<file path="config.mk">
export PLATFORM = sky130hd
export DESIGN_NAME = enigma_step_ctrl_flat
export DESIGN_NICKNAME = d
export VERILOG_FILES = /design/src/rtl/enigma_step_ctrl_if.sv /design/src/rtl/enigma_step_ctrl.sv /design/src/flat_wrapper.sv
export SDC_FILE = /design/constraint.sdc
export NUM_CORES = 1
export LEC_CHECK = 0
export CORE_MARGIN = 2
export CORE_UTILIZATION = 46
export DETAILED_ROUTE_END_ITERATION = 10
export MAX_ROUTING_LAYER = met4
export PLACE_DENSITY = 0.89
export REMOVE_ABC_BUFFERS = 1
export SYNTH_ARGS = -nofsm -noshare
export SYNTH_HDL_FRONTEND = slang
export SYNTH_SLANG_ARGS = --single-unit
</file>
<file path="constraint.sdc">
create_clock -name clk -period 2.4 [get_ports clk]
set_clock_uncertainty 0.1 [all_clocks]
set_input_delay 0.48 -clock clk [delete_from_list [all_inputs] [get_ports clk]]
set_output_delay 0.48 -clock clk [all_outputs]
set_load 0.05 [all_outputs]
</file>
<file path="src/rtl/enigma_step_ctrl_if.sv">
// Bundle of configuration, plaintext/ciphertext handshakes and datapath signals
// for the Enigma step controller.
interface enigma_step_ctrl_if;
  logic       cfg_load;
  logic [4:0] cfg_pos_l, cfg_pos_m, cfg_pos_r;
  logic       in_valid;
  logic [4:0] in_letter;
  logic       in_ready;
  logic       dp_start;
  logic [4:0] dp_letter;
  logic [4:0] dp_pos_l, dp_pos_m, dp_pos_r;
  logic [4:0] dp_result;
  logic       out_valid;
  logic [4:0] out_letter;
  logic       out_ready;
  logic [4:0] pos_l, pos_m, pos_r;
  logic       err;

  // controller side
  modport slave (
    input  cfg_load, cfg_pos_l, cfg_pos_m, cfg_pos_r,
    input  in_valid, in_letter, dp_result, out_ready,
    output in_ready, dp_start, dp_letter, dp_pos_l, dp_pos_m, dp_pos_r,
    output out_valid, out_letter, pos_l, pos_m, pos_r, err
  );

  // environment side (letter source, datapath, consumer)
  modport master (
    output cfg_load, cfg_pos_l, cfg_pos_m, cfg_pos_r,
    output in_valid, in_letter, dp_result, out_ready,
    input  in_ready, dp_start, dp_letter, dp_pos_l, dp_pos_m, dp_pos_r,
    input  out_valid, out_letter, pos_l, pos_m, pos_r, err
  );
endinterface

</file>
<file path="src/rtl/enigma_step_ctrl.sv">
// Enigma encode sequencer: accepts a letter, steps rotors (with middle-rotor
// double step), strobes the datapath, waits DP_LAT cycles, returns the result.
module enigma_step_ctrl #(
  parameter logic [4:0] NOTCH_R = 5'd22,
  parameter logic [4:0] NOTCH_M = 5'd5,
  parameter int         DP_LAT  = 2
) (
  input  logic               clk,
  input  logic               rst,
  enigma_step_ctrl_if.slave  bus
);

  typedef enum logic [2:0] {IDLE, STEP, ISSUE, WAIT, HOLD} state_t;

  state_t     state_q;
  logic [4:0] pos_l_q, pos_m_q, pos_r_q;
  logic [4:0] letter_q, out_letter_q;
  logic       dp_start_q, out_valid_q, err_q;
  logic [3:0] cnt_q;

  logic [4:0] pos_l_d, pos_m_d, pos_r_d;
  logic       cfg_ok, letter_ok;

  function automatic logic legal(input logic [4:0] p);
    return (p != 5'd0) && (p <= 5'd26);
  endfunction

  function automatic logic [4:0] inc26(input logic [4:0] p);
    return (p == 5'd26) ? 5'd1 : p + 5'd1;
  endfunction

  // Both notch tests look at pre-step values, which gives the double step.
  always_comb begin
    pos_r_d = inc26(pos_r_q);
    pos_m_d = ((pos_r_q == NOTCH_R) || (pos_m_q == NOTCH_M)) ? inc26(pos_m_q) : pos_m_q;
    pos_l_d = (pos_m_q == NOTCH_M) ? inc26(pos_l_q) : pos_l_q;
  end

  assign cfg_ok    = legal(bus.cfg_pos_l) && legal(bus.cfg_pos_m) && legal(bus.cfg_pos_r);
  assign letter_ok = legal(bus.in_letter);

  always_ff @(posedge clk) begin
    if (rst) begin
      state_q      <= IDLE;
      pos_l_q      <= 5'd1;
      pos_m_q      <= 5'd1;
      pos_r_q      <= 5'd1;
      letter_q     <= 5'd0;
      out_letter_q <= 5'd0;
      dp_start_q   <= 1'b0;
      out_valid_q  <= 1'b0;
      err_q        <= 1'b0;
      cnt_q        <= 4'd0;
    end else begin
      case (state_q)
        IDLE: begin
          if (bus.cfg_load) begin
            if (cfg_ok) begin
              pos_l_q <= bus.cfg_pos_l;
              pos_m_q <= bus.cfg_pos_m;
              pos_r_q <= bus.cfg_pos_r;
            end else begin
              err_q <= 1'b1;
            end
          end else if (bus.in_valid) begin
            // illegal letters are consumed without touching the datapath
            if (letter_ok) begin
              letter_q <= bus.in_letter;
              state_q  <= STEP;
            end else begin
              err_q <= 1'b1;
            end
          end
        end
        STEP: begin
          pos_l_q    <= pos_l_d;
          pos_m_q    <= pos_m_d;
          pos_r_q    <= pos_r_d;
          dp_start_q <= 1'b1;
          state_q    <= ISSUE;
        end
        ISSUE: begin
          dp_start_q <= 1'b0;
          cnt_q      <= 4'(DP_LAT);
          state_q    <= WAIT;
        end
        WAIT: begin
          if (cnt_q == 4'd1) begin
            out_letter_q <= bus.dp_result;
            out_valid_q  <= 1'b1;
            state_q      <= HOLD;
          end else begin
            cnt_q <= cnt_q - 4'd1;
          end
        end
        HOLD: begin
          if (bus.out_ready) begin
            out_valid_q <= 1'b0;
            state_q     <= IDLE;
          end
        end
        default: state_q <= IDLE;
      endcase
    end
  end

  assign bus.in_ready   = (state_q == IDLE) && !bus.cfg_load;
  assign bus.dp_start   = dp_start_q;
  assign bus.dp_letter  = letter_q;
  assign bus.dp_pos_l   = pos_l_q;
  assign bus.dp_pos_m   = pos_m_q;
  assign bus.dp_pos_r   = pos_r_q;
  assign bus.pos_l      = pos_l_q;
  assign bus.pos_m      = pos_m_q;
  assign bus.pos_r      = pos_r_q;
  assign bus.out_valid  = out_valid_q;
  assign bus.out_letter = out_letter_q;
  assign bus.err        = err_q;

endmodule

</file>
<file path="src/flat_wrapper.sv">
// flat-port wrapper written by rule: the top's interface ports become plain ports
module enigma_step_ctrl_flat 
#(
  parameter logic [4:0] NOTCH_R = 5'd22,
  parameter logic [4:0] NOTCH_M = 5'd5,
  parameter int         DP_LAT  = 2
)
  (clk, rst, bus_cfg_load, bus_cfg_pos_l, bus_cfg_pos_m, bus_cfg_pos_r, bus_in_valid, bus_in_letter, bus_dp_result, bus_out_ready, bus_in_ready, bus_dp_start, bus_dp_letter, bus_dp_pos_l, bus_dp_pos_m, bus_dp_pos_r, bus_out_valid, bus_out_letter, bus_pos_l, bus_pos_m, bus_pos_r, bus_err);
  enigma_step_ctrl_if bus_i ();
  input  logic clk;
  input  logic rst;
  input wire logic [$bits(bus_i.cfg_load)-1:0] bus_cfg_load;
  input wire logic [$bits(bus_i.cfg_pos_l)-1:0] bus_cfg_pos_l;
  input wire logic [$bits(bus_i.cfg_pos_m)-1:0] bus_cfg_pos_m;
  input wire logic [$bits(bus_i.cfg_pos_r)-1:0] bus_cfg_pos_r;
  input wire logic [$bits(bus_i.in_valid)-1:0] bus_in_valid;
  input wire logic [$bits(bus_i.in_letter)-1:0] bus_in_letter;
  input wire logic [$bits(bus_i.dp_result)-1:0] bus_dp_result;
  input wire logic [$bits(bus_i.out_ready)-1:0] bus_out_ready;
  output wire logic [$bits(bus_i.in_ready)-1:0] bus_in_ready;
  output wire logic [$bits(bus_i.dp_start)-1:0] bus_dp_start;
  output wire logic [$bits(bus_i.dp_letter)-1:0] bus_dp_letter;
  output wire logic [$bits(bus_i.dp_pos_l)-1:0] bus_dp_pos_l;
  output wire logic [$bits(bus_i.dp_pos_m)-1:0] bus_dp_pos_m;
  output wire logic [$bits(bus_i.dp_pos_r)-1:0] bus_dp_pos_r;
  output wire logic [$bits(bus_i.out_valid)-1:0] bus_out_valid;
  output wire logic [$bits(bus_i.out_letter)-1:0] bus_out_letter;
  output wire logic [$bits(bus_i.pos_l)-1:0] bus_pos_l;
  output wire logic [$bits(bus_i.pos_m)-1:0] bus_pos_m;
  output wire logic [$bits(bus_i.pos_r)-1:0] bus_pos_r;
  output wire logic [$bits(bus_i.err)-1:0] bus_err;
  assign bus_i.cfg_load = bus_cfg_load;
  assign bus_i.cfg_pos_l = bus_cfg_pos_l;
  assign bus_i.cfg_pos_m = bus_cfg_pos_m;
  assign bus_i.cfg_pos_r = bus_cfg_pos_r;
  assign bus_i.in_valid = bus_in_valid;
  assign bus_i.in_letter = bus_in_letter;
  assign bus_i.dp_result = bus_dp_result;
  assign bus_i.out_ready = bus_out_ready;
  assign bus_in_ready = bus_i.in_ready;
  assign bus_dp_start = bus_i.dp_start;
  assign bus_dp_letter = bus_i.dp_letter;
  assign bus_dp_pos_l = bus_i.dp_pos_l;
  assign bus_dp_pos_m = bus_i.dp_pos_m;
  assign bus_dp_pos_r = bus_i.dp_pos_r;
  assign bus_out_valid = bus_i.out_valid;
  assign bus_out_letter = bus_i.out_letter;
  assign bus_pos_l = bus_i.pos_l;
  assign bus_pos_m = bus_i.pos_m;
  assign bus_pos_r = bus_i.pos_r;
  assign bus_err = bus_i.err;
  enigma_step_ctrl #(.NOTCH_R(NOTCH_R), .NOTCH_M(NOTCH_M), .DP_LAT(DP_LAT)) u_core (.clk(clk), .rst(rst), .bus(bus_i));
endmodule
</file>
==> metrics, run 1 <==
status=finished, final reports clean; dominant cells by area after synthesis=dfxtp_1 32%, mux2i_1 6.8%, buf_4 5.4%; Max Cap Viol=0; Setup-failing EPs final=0; flops & latches, synth=35; area of the core=0.00466 mm²; Clk Tree Root Cell=clkbuf_8; min Tclk post-route=2250 ps; RSZ-0062 raised after global routing=false; DR WL/cell=15.0 µm; Top delay family on crit path=buffers and inverters; detailed placer's ending HPWL=4530 µm; Gate Count Post-Synth=267; Starting Density=47.4%; Crit path required time=1820 ps; global-route wire length before repair=9380 µm; yosys warns=0; CP max-delay cell=clkdlybuf4s50_1; remaining routing DRC violations=0; Pwr Density=576 mW/mm²; Worst-Skew Late Latency=280 ps; clock buffer count from CTS=5; hold_ws=383 ps; Bufs and invs on worst path=1; Critical R2R Launch=u_core.bus.dp_pos_m[1]; Worst VDD drop=279 µV; die area=0.00537 mm²; total gr overflow=0; pin count of the biggest net entering global routing=22; fin nets=379; IO Count=74; vias in the first global route=2039; Achievable Freq=444 MHz; Final Hold Viols=0; asr flop ratio synth=0%; gr busiest metal=met2; final critical-path share of the clock period=93.8%; Top FF cell, synth=dfxtp_1; commonest non-fill, non-tap cells in the layout=72 x clkdlybuf4s50_1, 35 x dfxtp_1, 24 x nor2_1, 21 x nand2_1, 18 x a21oi_1; final instance area=0.00306 mm²; Setup TNS=0 ps; CP Cell Sequence=clkdlybuf4s50_1; CP max stage delay=870 ps; initial antenna violation count=0; row count=25; Die Wd=73.3 µm; vias post-DR=2306; dpl cell area=0.00298 mm²; Synth cell types=52; Max clock buf depth=2; Clock Pin Slew Worst Setup and Hold Paths=80 ps; Total GRT Usage=22.8%; ANT nets after route=0; reg2reg setup slack=210 ps; Post-CTS Setup Inserts=0; met2 Usage GRT=35.6%; final wirelength=5930 µm; cell taking the most area after synthesis=dfxtp_1; Worst Hold Class=flop to flop; post-synthesis area per instance=8.27 µm²; CP Class=flop to primary output; CTS Hold Bufs=0; CP max FO=8; Starting DRT DRC Count=226; hold depth=2; M3 GR Usage=4.94%; DRT Pass-1 Iters=5; reg-to-reg endpoint=u_core.bus.dp_pos_l[4]; actual slew at the worst max-slew pin=531 ps; post-synthesis cell area=0.00221 mm²; Area Overhead vs Synth=38.6%; Max Slew Vio Count=0; DR vias/cell=5.84; n_diodes=0; GPL Wtd Cong=1.02; Static Leak=1.16 nW; share of cells above drive strength 1=9.38%; Hold Crit Start=u_core.bus.out_valid; H-tree depth=2; crit start category=flop; I/O Buffers=73; die height=73.3 µm; GR Util met1=29.1%; Hold EP=u_core.bus.out_valid; sequential area share after synthesis=31.7%; crit path DAT=1670 ps; commonest non-fill, non-tap cell in the layout=clkdlybuf4s50_1; CTS tree=yes; Slew Limit Headroom=64.3%; PostCTS Resize Cnt=0; CTS Sinks=35; cells on worst reg2reg path=7; area share of the largest cell type after synthesis=31.7%; Post-synth EDFFs=0; CP endpoint kind=primary output
==> report_power, final <==
part	leakage [nW]	switching (mW)	internal, mW	total [mW]
logic	0.836	0.411	0.264	0.674
clock network	0.0422	0.208	0.204	0.411
registers	0.286	0.0578	0.620	0.678
==> worst max path at each step <==
| stage | cells after the start | end | slack (ps) | start |
|---|---|---|---|---|
| finish | 1 | bus_dp_pos_m[4] | 150 | u_core.bus.dp_pos_m[4] |
| global route | 7 | u_core.bus.dp_pos_r[3] | 4 | bus_cfg_pos_m[0] |
| CTS | 1 | bus_pos_m[4] | 150 | u_core.bus.dp_pos_m[4] |
| detailed placement | 7 | u_core.bus.dp_pos_r[1] | -130 | bus_cfg_pos_r[0] |
| global placement | 7 | u_core.bus.dp_pos_r[1] | -120 | bus_cfg_pos_m[0] |
| floorplan | 6 | u_core.bus.dp_pos_l[4] | -370 | u_core.bus.dp_pos_m[0] |
==> cell type report <==
type,count,area [µm²]
multi-input cells,192,1280
well taps,54,67.6
fillers,368,1600
repair buffers,90,868
clock inverters,1,5.00
flip-flops and latches,35,701
inverters,16,60.1
clock buffers,7,76.3
==> kinds of logic (layout without fill, tap and decap cells) <==
group	count (synthesis)	after routing	share of synthesized area (%)
and+or+nand+nor	91	91	22.8
AOI/OAI and AO/OA	76	76	22.9
buffers and inverters	40	114	10.2
DFF	35	35	31.7
muxes	15	15	6.80
adders and majority gates	9	9	5.10
xor gates and xnor gates	1	1	0.397
==> through the flow <==
stage               utilization [%]  std cells  power, mW  setup WS, ps
floorplan                         -        243       1.09          -366
global placement               63.9        387       1.35          -117
detailed placement             63.9        387       1.36          -127
CTS                            65.6        395       1.77           152
global route                   65.6        395       1.84          3.58
finish                         65.6        395       1.76           148
==> sequential cells by signal (all words and copies together) (netlist names), 3 cells and up <==
signal                 count
u_core.bus.dp_pos_l        5
u_core.bus.out_letter      5
u_core.bus.dp_pos_r        5
u_core.bus.dp_letter       5
u_core.cnt_q               4
u_core.bus.dp_pos_m        5
u_core.state_q             3
==> cells in the mapped netlist, types with 2 or more instances <==
cell      count
or4_1         5
nor2_1       24
a31oi_1       3
a211oi_1      6
nor3b_1       3
o22a_1        3
nor4_1        3
inv_1        16
nand2_1      21
o21ai_0      15
dfxtp_1      35
nand3b_1      3
ha_1          9
nor2b_1       3
nor3_1        6
o211ai_1      2
a221oi_1      4
clkbuf_1      6
mux2i_1      15
o31ai_1       4
nand4b_1      2
nand3_1       7
o311ai_0      2
o22ai_1       6
buf_6         2
a21oi_1      18
buf_4        16
o221ai_1      4
==> per-layer routing <==
layer | up-vias | wire length [µm]
met4 | 0 | 94
met2 | 85 | 2850
met3 | 10 | 398
li1 | 1132 | -
met1 | 1079 | 2580
met5 | - | 0
Note: power is estimated with default switching activity, not from simulation.
==> run 2, diff against run 1 <==
--- a/config.mk
+++ b/config.mk
@@ -6,10 +6,10 @@
 export NUM_CORES = 1
 export LEC_CHECK = 0
 export CORE_MARGIN = 2
-export CORE_UTILIZATION = 46
+export CORE_UTILIZATION = 41
 export DETAILED_ROUTE_END_ITERATION = 10
 export MAX_ROUTING_LAYER = met4
-export PLACE_DENSITY = 0.89
+export PLACE_DENSITY = 0.84
 export REMOVE_ABC_BUFFERS = 1
 export SYNTH_ARGS = -nofsm -noshare
 export SYNTH_HDL_FRONTEND = slang
==> constraint.sdc (replaced) <==
create_clock -name clk -period 1.9 [get_ports clk]
set_clock_uncertainty 0.1 [all_clocks]
set_input_delay 0.38 -clock clk [delete_from_list [all_inputs] [get_ports clk]]
set_output_delay 0.38 -clock clk [all_outputs]
set_load 0.05 [all_outputs]
==> run 2 against run 1 <==
The flow now finishes with violations (negative setup slack). Critical path type is now flop to flop. Utilization grew 2.7 points. Clock power increased by 32%. Highest routed layer unchanged. Wire length is 38% higher. Via count is 15% higher. Combinational power up 59%. Critical path depth rose by 7. Worst setup slack worse by 340 ps. Sequential share of layout area fell by 2.9 points.
==> metrics, run 2 (synthesis gave the netlist of run 1 again) <==
status=finished, violations left; failing checks=negative setup slack; Worst Hold Class=input port to flop; commonest non-fill, non-tap cells in the layout=92 x buf_4, 32 x dfxtp_1, 22 x nor2_1, 17 x nand2_1, 15 x inv_1; I/O Buffers=73; reg-to-reg endpoint=u_core.bus.dp_pos_m[2]; total gr overflow=0; crit start category=flop; Final Core Density=68.4%; n_diodes=0; share of cells above drive strength 1=41.5%; GPL Wtd Cong=0.992; CP max-delay cell=or4bb_4; Multi-input gate area=0.00149 mm²; remaining routing DRC violations=0; crit path DAT=2220 ps; vias in the first global route=2512; total power=2.45 mW; Slew Limit Headroom=69.0%; Hold EP=u_core.bus.dp_letter[1]; ANT nets after route=0; Max Slew Vio Count=0; global-route wire length before repair=11800 µm; Starting DRT DRC Count=279; row count=26; final wirelength=8190 µm; cells on worst reg2reg path=8; RSZ-0062 raised after global routing=true; CTS tree=yes; IO Count=74; Clock Pin Slew Worst Setup and Hold Paths=70 ps; Final Hold Viols=0; Worst VDD drop=468 µV; DR vias/cell=5.88; reg2reg setup slack=-190 ps; Max clock buf depth=2; detailed placer's ending HPWL=4860 µm; vias post-DR=2652; die area=0.00599 mm²; dpl cell area=0.00313 mm²; initial antenna violation count=0; CP Cell Sequence=inv_2 -> ha_4 -> or4bb_4 -> o31ai_1 -> nand2_1 -> buf_4 -> a211oi_1 -> a31o_1; clock buffer count from CTS=5; die height=77.4 µm; CP max stage delay=500 ps; DR WL/cell=18.2 µm; final instance area=0.00351 mm²; min Tclk post-route=2090 ps; Setup TNS=-456 ps; Area Overhead vs Synth=59.2%; Clk Tree Root Cell=clkbuf_8; commonest non-fill, non-tap cell in the layout=buf_4; Critical R2R Launch=u_core.bus.dp_pos_m[1]; Pwr Density=698 mW/mm²; Worst-Skew Late Latency=290 ps; sequential cell area=704 µm²; Hold Crit Start=bus_in_letter[1]; final worst slack=-194 ps; fin nets=419; Static Leak=1.51 nW; H-tree depth=2; Crit path required time=2030 ps; Achievable Freq=477 MHz; Die Wd=77.4 µm; CP max FO=4; area of the core=0.00514 mm²; Starting Density=42.9%; hold depth=3; Setup-failing EPs final=5; DRT Pass-1 Iters=5; CP Class=flop to flop; pin count of the biggest net entering global routing=18; fillcell total=373; actual slew at the worst max-slew pin=463 ps; CP endpoint kind=flop; CTS Sinks=35; final critical-path share of the clock period=110%; Max Cap Viol=0; Total GRT Usage=24.8%
[run 2: cell count changes in the layout (fill, tap and decap cells not counted), moves of 4 or more]
cell	previous run	this run
buf_12	1	6
o22ai_1	6	2
a21oi_1	18	14
nand2_1	21	17
nand2_2	0	4
clkbuf_2	0	10
buf_4	17	92
clkdlybuf4s50_1	72	12
or4_1	5	0
o22ai_4	0	4
or4_4	0	5
[run 2: final cells by class]
type	instances	share of cell area, %
Inverter	16	1.71
Timing Repair Buffer	130	31.0
Clock buffer	6	2.06
Clock inverter	2	0.356
Multi-Input combinational cell	192	42.3
Tap cell	70	2.49
Sequential cell	35	20.0
[run 2: repair_timing]
item / CTS / global route
buffers inserted: 7 / 10
endpoints found under the setup margin: 22 / 24
resized for setup: 48 / 43
cloned: 0 / 0
pin swaps: 25 / 18
hold buffers: 0 / 0
[run 2: how the worst max path moves through the flow]
stage	start	to	slack, ps	depth (start not counted)
after floorplan	u_core.bus.dp_pos_m[0]	u_core.bus.dp_pos_l[4]	-870	6
after global placement	bus_cfg_pos_m[0]	u_core.bus.dp_pos_r[3]	-520	7
after detailed placement	bus_cfg_pos_m[0]	u_core.bus.dp_pos_r[2]	-610	7
after CTS	u_core.bus.dp_pos_m[1]	u_core.bus.dp_pos_l[4]	-110	7
after global routing	u_core.bus.dp_pos_m[1]	u_core.bus.dp_pos_m[2]	-270	8
final	u_core.bus.dp_pos_m[1]	u_core.bus.dp_pos_m[2]	-190	8
[run 2: per-layer routing]
layer | share of wire, % | track usage [%] | routed length (µm)
met5 | 0 | - | 0
met4 | 4.7 | 13.2 | 381
met3 | 6.9 | 2.79 | 567
met2 | 50 | 42.2 | 4060
met1 | 39 | 28.7 | 3170
[run 2: critical path: cells and delay by family (launching register included)]
kind,cells,cell delay [ps]
buffers and inverters,2,250
and+or+nand+nor,2,650
AOI/OAI and AO/OA,3,600
DFF,1,330
adders and majority gates,1,120
[run 2: power breakdown]
group	switching, mW	internal [mW]	leakage (nW)
clock	0.285	0.256	0.0412
sequential	0.0532	0.784	0.286
combinational	0.651	0.423	1.19
[run 2: per-stage QoR]
stage / instances / worst slack, ps / hold WS (ps)
after detailed placement: 428 / -610 / 382
after global routing: 451 / -267 / 358
after floorplan: 243 / -866 / 349
final: 451 / -194 / 333
after global placement: 428 / -516 / 370
after CTS: 443 / -107 / 392
